### src/rtl/sti_stream_tx.sv
// Parallel-to-serial stream transmitter: DEPTH-entry word queue feeding a
// frame shifter that serialises DW/2..2*DW-bit frames under so_ready backpressure.
module sti_stream_tx #(
  parameter int DW    = 16,
  parameter int DEPTH = 4
) (
  input  logic                   clk,
  input  logic                   reset,
  input  logic [DW-1:0]          pi_data,
  input  logic                   load,
  output logic                   pi_ready,
  input  logic                   pi_end,
  input  logic [1:0]             pi_length,
  input  logic                   pi_low,
  input  logic                   pi_msb,
  input  logic                   pi_fill,
  input  logic                   so_ready,
  output logic                   so_data,
  output logic                   so_valid,
  output logic                   so_done,
  output logic [$clog2(DEPTH):0] fifo_count
);

  localparam int AW = $clog2(DEPTH);
  localparam int FW = 2 * DW;
  localparam int CW = $clog2(FW);
  localparam int HW = DW / 2;

  typedef enum logic [1:0] {IDLE, SHIFT, DONE} state_t;

  logic [DW-1:0] r_q_data [DEPTH];
  logic [5:0]    r_q_ctrl [DEPTH];
  logic [AW-1:0] r_wr;
  logic [AW-1:0] r_rd;
  logic [AW:0]   r_count;

  state_t        r_state;
  logic [FW-1:0] r_shift;
  logic [CW-1:0] r_cnt;
  logic          r_msb;
  logic          r_end;
  logic          r_valid;
  logic          r_done;

  logic          w_full;
  logic          w_push;
  logic          w_pop;
  logic [DW-1:0] w_head_data;
  logic [5:0]    w_head_ctrl;
  logic [1:0]    w_head_len;
  logic          w_head_low;
  logic          w_head_msb;
  logic          w_head_fill;
  logic          w_head_end;
  logic [FW-1:0] w_raw;
  logic [FW-1:0] w_frame;
  logic [CW-1:0] w_len_m1;

  assign w_full      = (r_count == (AW+1)'(DEPTH));
  assign w_push      = load && !w_full;
  assign w_head_data = r_q_data[r_rd];
  assign w_head_ctrl = r_q_ctrl[r_rd];
  assign w_head_len  = w_head_ctrl[5:4];
  assign w_head_low  = w_head_ctrl[3];
  assign w_head_msb  = w_head_ctrl[2];
  assign w_head_fill = w_head_ctrl[1];
  assign w_head_end  = w_head_ctrl[0];

  // Pop when idle, or on the last bit of a non-final frame so frames run back to back.
  assign w_pop = (r_count != '0) &&
                 ((r_state == IDLE) ||
                  ((r_state == SHIFT) && so_ready && (r_cnt == '0) && !r_end));

  always_comb begin
    w_raw    = '0;
    w_len_m1 = '0;
    case (w_head_len)
      2'd0: begin
        w_raw    = FW'(w_head_low ? w_head_data[HW-1:0] : w_head_data[DW-1:HW]);
        w_len_m1 = CW'(HW - 1);
      end
      2'd1: begin
        w_raw    = FW'(w_head_data);
        w_len_m1 = CW'(DW - 1);
      end
      2'd2: begin
        w_raw    = w_head_fill ? (FW'(w_head_data) << HW) : FW'(w_head_data);
        w_len_m1 = CW'(DW + HW - 1);
      end
      default: begin
        w_raw    = w_head_fill ? (FW'(w_head_data) << DW) : FW'(w_head_data);
        w_len_m1 = CW'(FW - 1);
      end
    endcase
    // MSB-first frames are left-aligned so the shifter always emits from bit FW-1.
    w_frame = w_head_msb ? (w_raw << (CW'(FW - 1) - w_len_m1)) : w_raw;
  end

  always_ff @(posedge clk) begin
    if (w_push) begin
      r_q_data[r_wr] <= pi_data;
      r_q_ctrl[r_wr] <= {pi_length, pi_low, pi_msb, pi_fill, pi_end};
    end
  end

  always_ff @(posedge clk) begin
    if (!reset) begin
      r_wr    <= '0;
      r_rd    <= '0;
      r_count <= '0;
    end else begin
      if (w_push) r_wr <= r_wr + AW'(1);
      if (w_pop)  r_rd <= r_rd + AW'(1);
      case ({w_push, w_pop})
        2'b10:   r_count <= r_count + (AW+1)'(1);
        2'b01:   r_count <= r_count - (AW+1)'(1);
        default: r_count <= r_count;
      endcase
    end
  end

  always_ff @(posedge clk) begin
    if (!reset) begin
      r_state <= IDLE;
      r_shift <= '0;
      r_cnt   <= '0;
      r_msb   <= 1'b0;
      r_end   <= 1'b0;
      r_valid <= 1'b0;
      r_done  <= 1'b0;
    end else begin
      r_done <= 1'b0;
      case (r_state)
        IDLE: begin
          if (w_pop) begin
            r_shift <= w_frame;
            r_cnt   <= w_len_m1;
            r_msb   <= w_head_msb;
            r_end   <= w_head_end;
            r_valid <= 1'b1;
            r_state <= SHIFT;
          end
        end
        SHIFT: begin
          if (so_ready) begin
            if (r_cnt == '0) begin
              if (r_end) begin
                r_shift <= '0;
                r_valid <= 1'b0;
                r_done  <= 1'b1;
                r_state <= DONE;
              end else if (w_pop) begin
                r_shift <= w_frame;
                r_cnt   <= w_len_m1;
                r_msb   <= w_head_msb;
                r_end   <= w_head_end;
              end else begin
                r_shift <= '0;
                r_valid <= 1'b0;
                r_state <= IDLE;
              end
            end else begin
              r_cnt   <= r_cnt - CW'(1);
              r_shift <= r_msb ? (r_shift << 1) : (r_shift >> 1);
            end
          end
        end
        DONE: begin
          r_state <= IDLE;
        end
        default: begin
          r_valid <= 1'b0;
          r_state <= IDLE;
        end
      endcase
    end
  end

  assign so_data    = r_msb ? r_shift[FW-1] : r_shift[0];
  assign so_valid   = r_valid;
  assign so_done    = r_done;
  assign pi_ready   = !w_full;
  assign fifo_count = r_count;

endmodule

### config.mk
export PLATFORM = sky130hd
export DESIGN_NAME = sti_stream_tx
export DESIGN_NICKNAME = d
export VERILOG_FILES = /design/src/rtl/sti_stream_tx.sv
export SDC_FILE = /design/constraint.sdc
export NUM_CORES = 1
export LEC_CHECK = 0
export ABC_AREA = 1
export CAP_MARGIN = 25
export CORE_MARGIN = 2
export CORE_UTILIZATION = 30
export CTS_CLUSTER_SIZE = 25
export DETAILED_ROUTE_END_ITERATION = 8
export PLACE_DENSITY_LB_ADDON = 0.2
export SKIP_CTS_REPAIR_TIMING = 1
export SYNTH_ARGS = -nofsm -noshare
export SYNTH_HDL_FRONTEND = slang
export SYNTH_SLANG_ARGS = --single-unit
export TNS_END_PERCENT = 100
### constraint.sdc
create_clock -name clk -period 5.3 [get_ports clk]
set_input_delay 1.325 -clock clk [delete_from_list [all_inputs] [get_ports clk]]
set_output_delay 1.325 -clock clk [all_outputs]
set_load 0.03 [all_outputs]
==> results.py <==
metrics = {
    "power_and_ir_drop": {
        "leakage_uw": 0.00368,
        "switching_power_uw": 2730,
        "p_int_uw": 2940,
        "seqPwrFrac_pct": 26.4,
        "powerDensity_mw_per_mm2": 646,
        "comb_power_share_pct": 51.8,
        "vdd.ir_drop.worst_v": 0.000232,
        "p_total_uw": 5670,
        "sw_frac_of_total_pct": 48.1,
        "p_clk_share_pct": 21.8,
    },
    "route": {
        "drc": 0,
        "vias": 6361,
        "drtIter0Drc": 405,
        "wl_mm": 20.1,
        "firstDrtPassIters": 5,
        "ant_nets": 0,
        "wl_per_cell_um": 15.3,
        "avgViaCountPerCell": 4.84,
    },
    "worst_setup_path": {
        "critPathTopFamily": "simple AND/OR/NAND/NOR gates",
        "path_buf_inv": 3,
        "endpoint_kind": "flip-flop",
        "crit_path_max_incr_delay_ns": 0.71,
        "crit_top_cell": "nand2_1",
        "reg2reg_slack_ns": 1.93,
        "startpoint_type": "flip-flop",
        "worstPathRequired_ns": 5.67,
        "cpMaxStageDelayCell": "inv_2",
        "cp_max_fo": 50,
        "crit_type": "flip-flop to flip-flop",
        "path_cells": "buf_4, inv_2, nand2_1, nand3_1, nand2_2, nor2_4, inv_1, nor2_1, o21ai_0, nand2_1, nand2_1, a21oi_2",
        "cp.arrival_ns": 3.74,
    },
    "cts": {
        "cts.path.max_buffers": 2,
        "cts_root_buffer": "clkbuf_16",
        "clkTransAtPathRegs_ns": 0.06,
        "cts_made_buffers": 17,
        "htree_levels": 4,
        "tritoncts": "built",
        "cts.sinks": 140,
        "clk_latency_ns": 0.44,
    },
    "global_route": {
        "first_global_vias": 5941,
        "top_usage_layer": "met2",
        "antenna_found_initial": 0,
        "gr-total-overflow": 0,
        "grt_usage_pct": 15.6,
        "grt_util_met1_pct": 22.2,
        "use_met2_pct": 23.9,
        "grtUsageMet3_pct": 2.89,
        "grt_max_degree": 51,
        "grt_first_pass_wirelength_mm": 32.3,
    },
    "timing": {
        "worstMarginPinSlew_ns": 0.907,
        "fin_tns_setup_ns": 0,
        "relSlewSlack_pct": 39.5,
        "hold_violations": 0,
        "fin_worst_skew_ns": 0.0109,
        "setup_viol": 0,
        "finalMaxSlewViolations": 0,
        "layout_setup_ws_ns": 1.93,
        "holdWs_ns": 0.467,
        "layout_min_cycle_time_ns": 3.37,
        "min_period_over_period_pct": 63.6,
        "rsz0062_at_grt": "no",
        "max_freq_mhz": 297,
    },
    "placed_design": {
        "io_buffer_count": 32,
        "hpwlAfterDp_mm": 13.0,
        "gp_congestion": 0.870,
        "pre_cts_ws_ns": 1.69,
    },
    "finish": {
        "insertedDiodeCount": 0,
        "area_delta_synth_final_pct": 14.7,
        "post-route-util_pct": 34.9,
        "drive_gt1_share_pct": 9.14,
        "fin_nets": 1006,
    },
    "floorplanning": {
        "dieWidth_um": 164,
        "initial_utilization_pct": 30.5,
        "core_area_mm2": 0.0251,
        "rows": 58,
        "die_h_um": 164,
        "die_area_mm2": 0.0268,
        "io_pins": 33,
    },
    "hold_path": {
        "hold_path.class": "flip-flop to flip-flop",
    },
    "yosys": {
        "yosysSeqAreaShare_pct": 48.2,
        "yosys_register_bits": 140,
        "ys_top_cells_by_area": "edfxtp_1 (35%), nand2_1 (18%), dfxtp_1 (14%)",
        "syn-num-nets": 995,
        "yosys_warnings": 0,
        "synth_edf_count": 88,
        "synth_top_area_share_pct": 34.6,
        "yosysUniqueCellTypes": 38,
        "synth.largest_area_cell": "edfxtp_1",
        "synthArstFlopShare_pct": 0,
        "synthCells": 961,
        "syn_area_mm2": 0.00765,
        "syn_avg_cell_area_um2": 7.96,
        "synth_flop_cell": "edfxtp_1",
    },
    "outcome": {
        "status": "finished, final reports clean",
    },
    "run": {
        "drv_cap": 0,
    },
}
-- power by group through the flow --
| stage | clock [uW] | sequential [uW] | combinational (uW) |
|---|---|---|---|
| 5_1_grt | 1300 | 1520 | 3310 |
| 4_1_cts | 1260 | 1490 | 2920 |
| 6_report | 1240 | 1500 | 2940 |
| 3_3_place_gp | 0 | 1520 | 2900 |
| 2_1_floorplan | 0 | 1520 | 2220 |
| 3_5_place_dp | 0 | 1520 | 2910 |
-- routing by layer --
metal	vias up	share of wire [%]
met2	153	45
met5	-	0
met3	16	4.5
li1	3214	-
met1	2978	49
met4	0	1.6
-- state kept, by name, indices dropped and copies added, names as in the netlist, 2 cells and up, named ones only --
register	flops
r_q_data	64
r_shift	32
r_q_ctrl	24
r_cnt	5
fifo_count	3
r_rd	2
r_state	2
r_wr	2
-- worst paths after layout --
kind | from | to | cells after the start
worst min register to register | so_valid | so_valid | 2
worst min-delay path | so_valid | so_valid | 2
worst max register to register | flip-flop | r_shift[10] | 12
worst max-delay path | flip-flop | r_shift[10] | 12
-- cells by family after synthesis --
logic type	share of synthesized area [%]
fa+ha+maj	1.41
simple gates	28.2
flops	48.2
xor+xnor	0.229
buf+inv	8.80
compound gates	13.2
-- placed cells by master, fill, tap and decap left out, types with 5 or more instances in the layout --
master and n:
nand2_1 373, inv_6 5, a31oi_1 5, clkbuf_16 17, dfxtp_1 52, a221oi_1 30, a21oi_1 41, nand2_4 5
ha_1 7, buf_4 7, nor2_1 33, nand3_1 65, o21ai_1 7, inv_1 82, inv_2 5, o21ai_0 59
a21oi_2 13, clkdlybuf4s50_1 32, nand3_2 7, nor3_1 5, edfxtp_1 88, nand2_2 9
-- worst reg2reg max path, cell delays in order (launching register included) --
cell	delay [ns]
dfxtp_1	0.30
buf_4	0.27
inv_2	0.72
nand2_1	0.11
nand3_1	0.12
nand2_2	0.32
nor2_4	0.48
inv_1	0.32
nor2_1	0.16
o21ai_0	0.13
nand2_1	0.12
nand2_1	0.11
a21oi_2	0.16
-- stage by stage --
stage / std cells / instance area (um2)
3_5_place_dp: 1283 / 8160
6_report: 1315 / 8770
2_1_floorplan: 961 / 7650
3_3_place_gp: 1281 / 8120
4_1_cts: 1315 / 8770
5_1_grt: 1315 / 8770
-- synth_stat cells, types with 2 or more instances --
master    instances
clkbuf_1         19
nor3_1            5
nand2_2           9
a21oi_1          41
buf_6            13
inv_2             5
o211ai_1          3
a21oi_2          13
ha_1              7
nand2_1         373
edfxtp_1         88
o22ai_1           4
buf_4             5
a221oi_1         30
dfxtp_1          52
nor4_1            2
nor2_1           39
a31oi_1           5
inv_1            82
o21ai_1           7
nand3_1          65
nand3_2           7
nand2_4           5
nor2_4            2
buf_2             9
o21ai_0          59
-- area by class of cell --
class,count,area [um2]
multi-input cells,684,3320
clock inverters,14,178
repair buffers,41,415
inverters,88,335
well taps,330,413
flip-flops and latches,140,3680
fillers,2671,16300
clock buffers,18,429
Note: power is estimated with default switching activity, not from simulation.
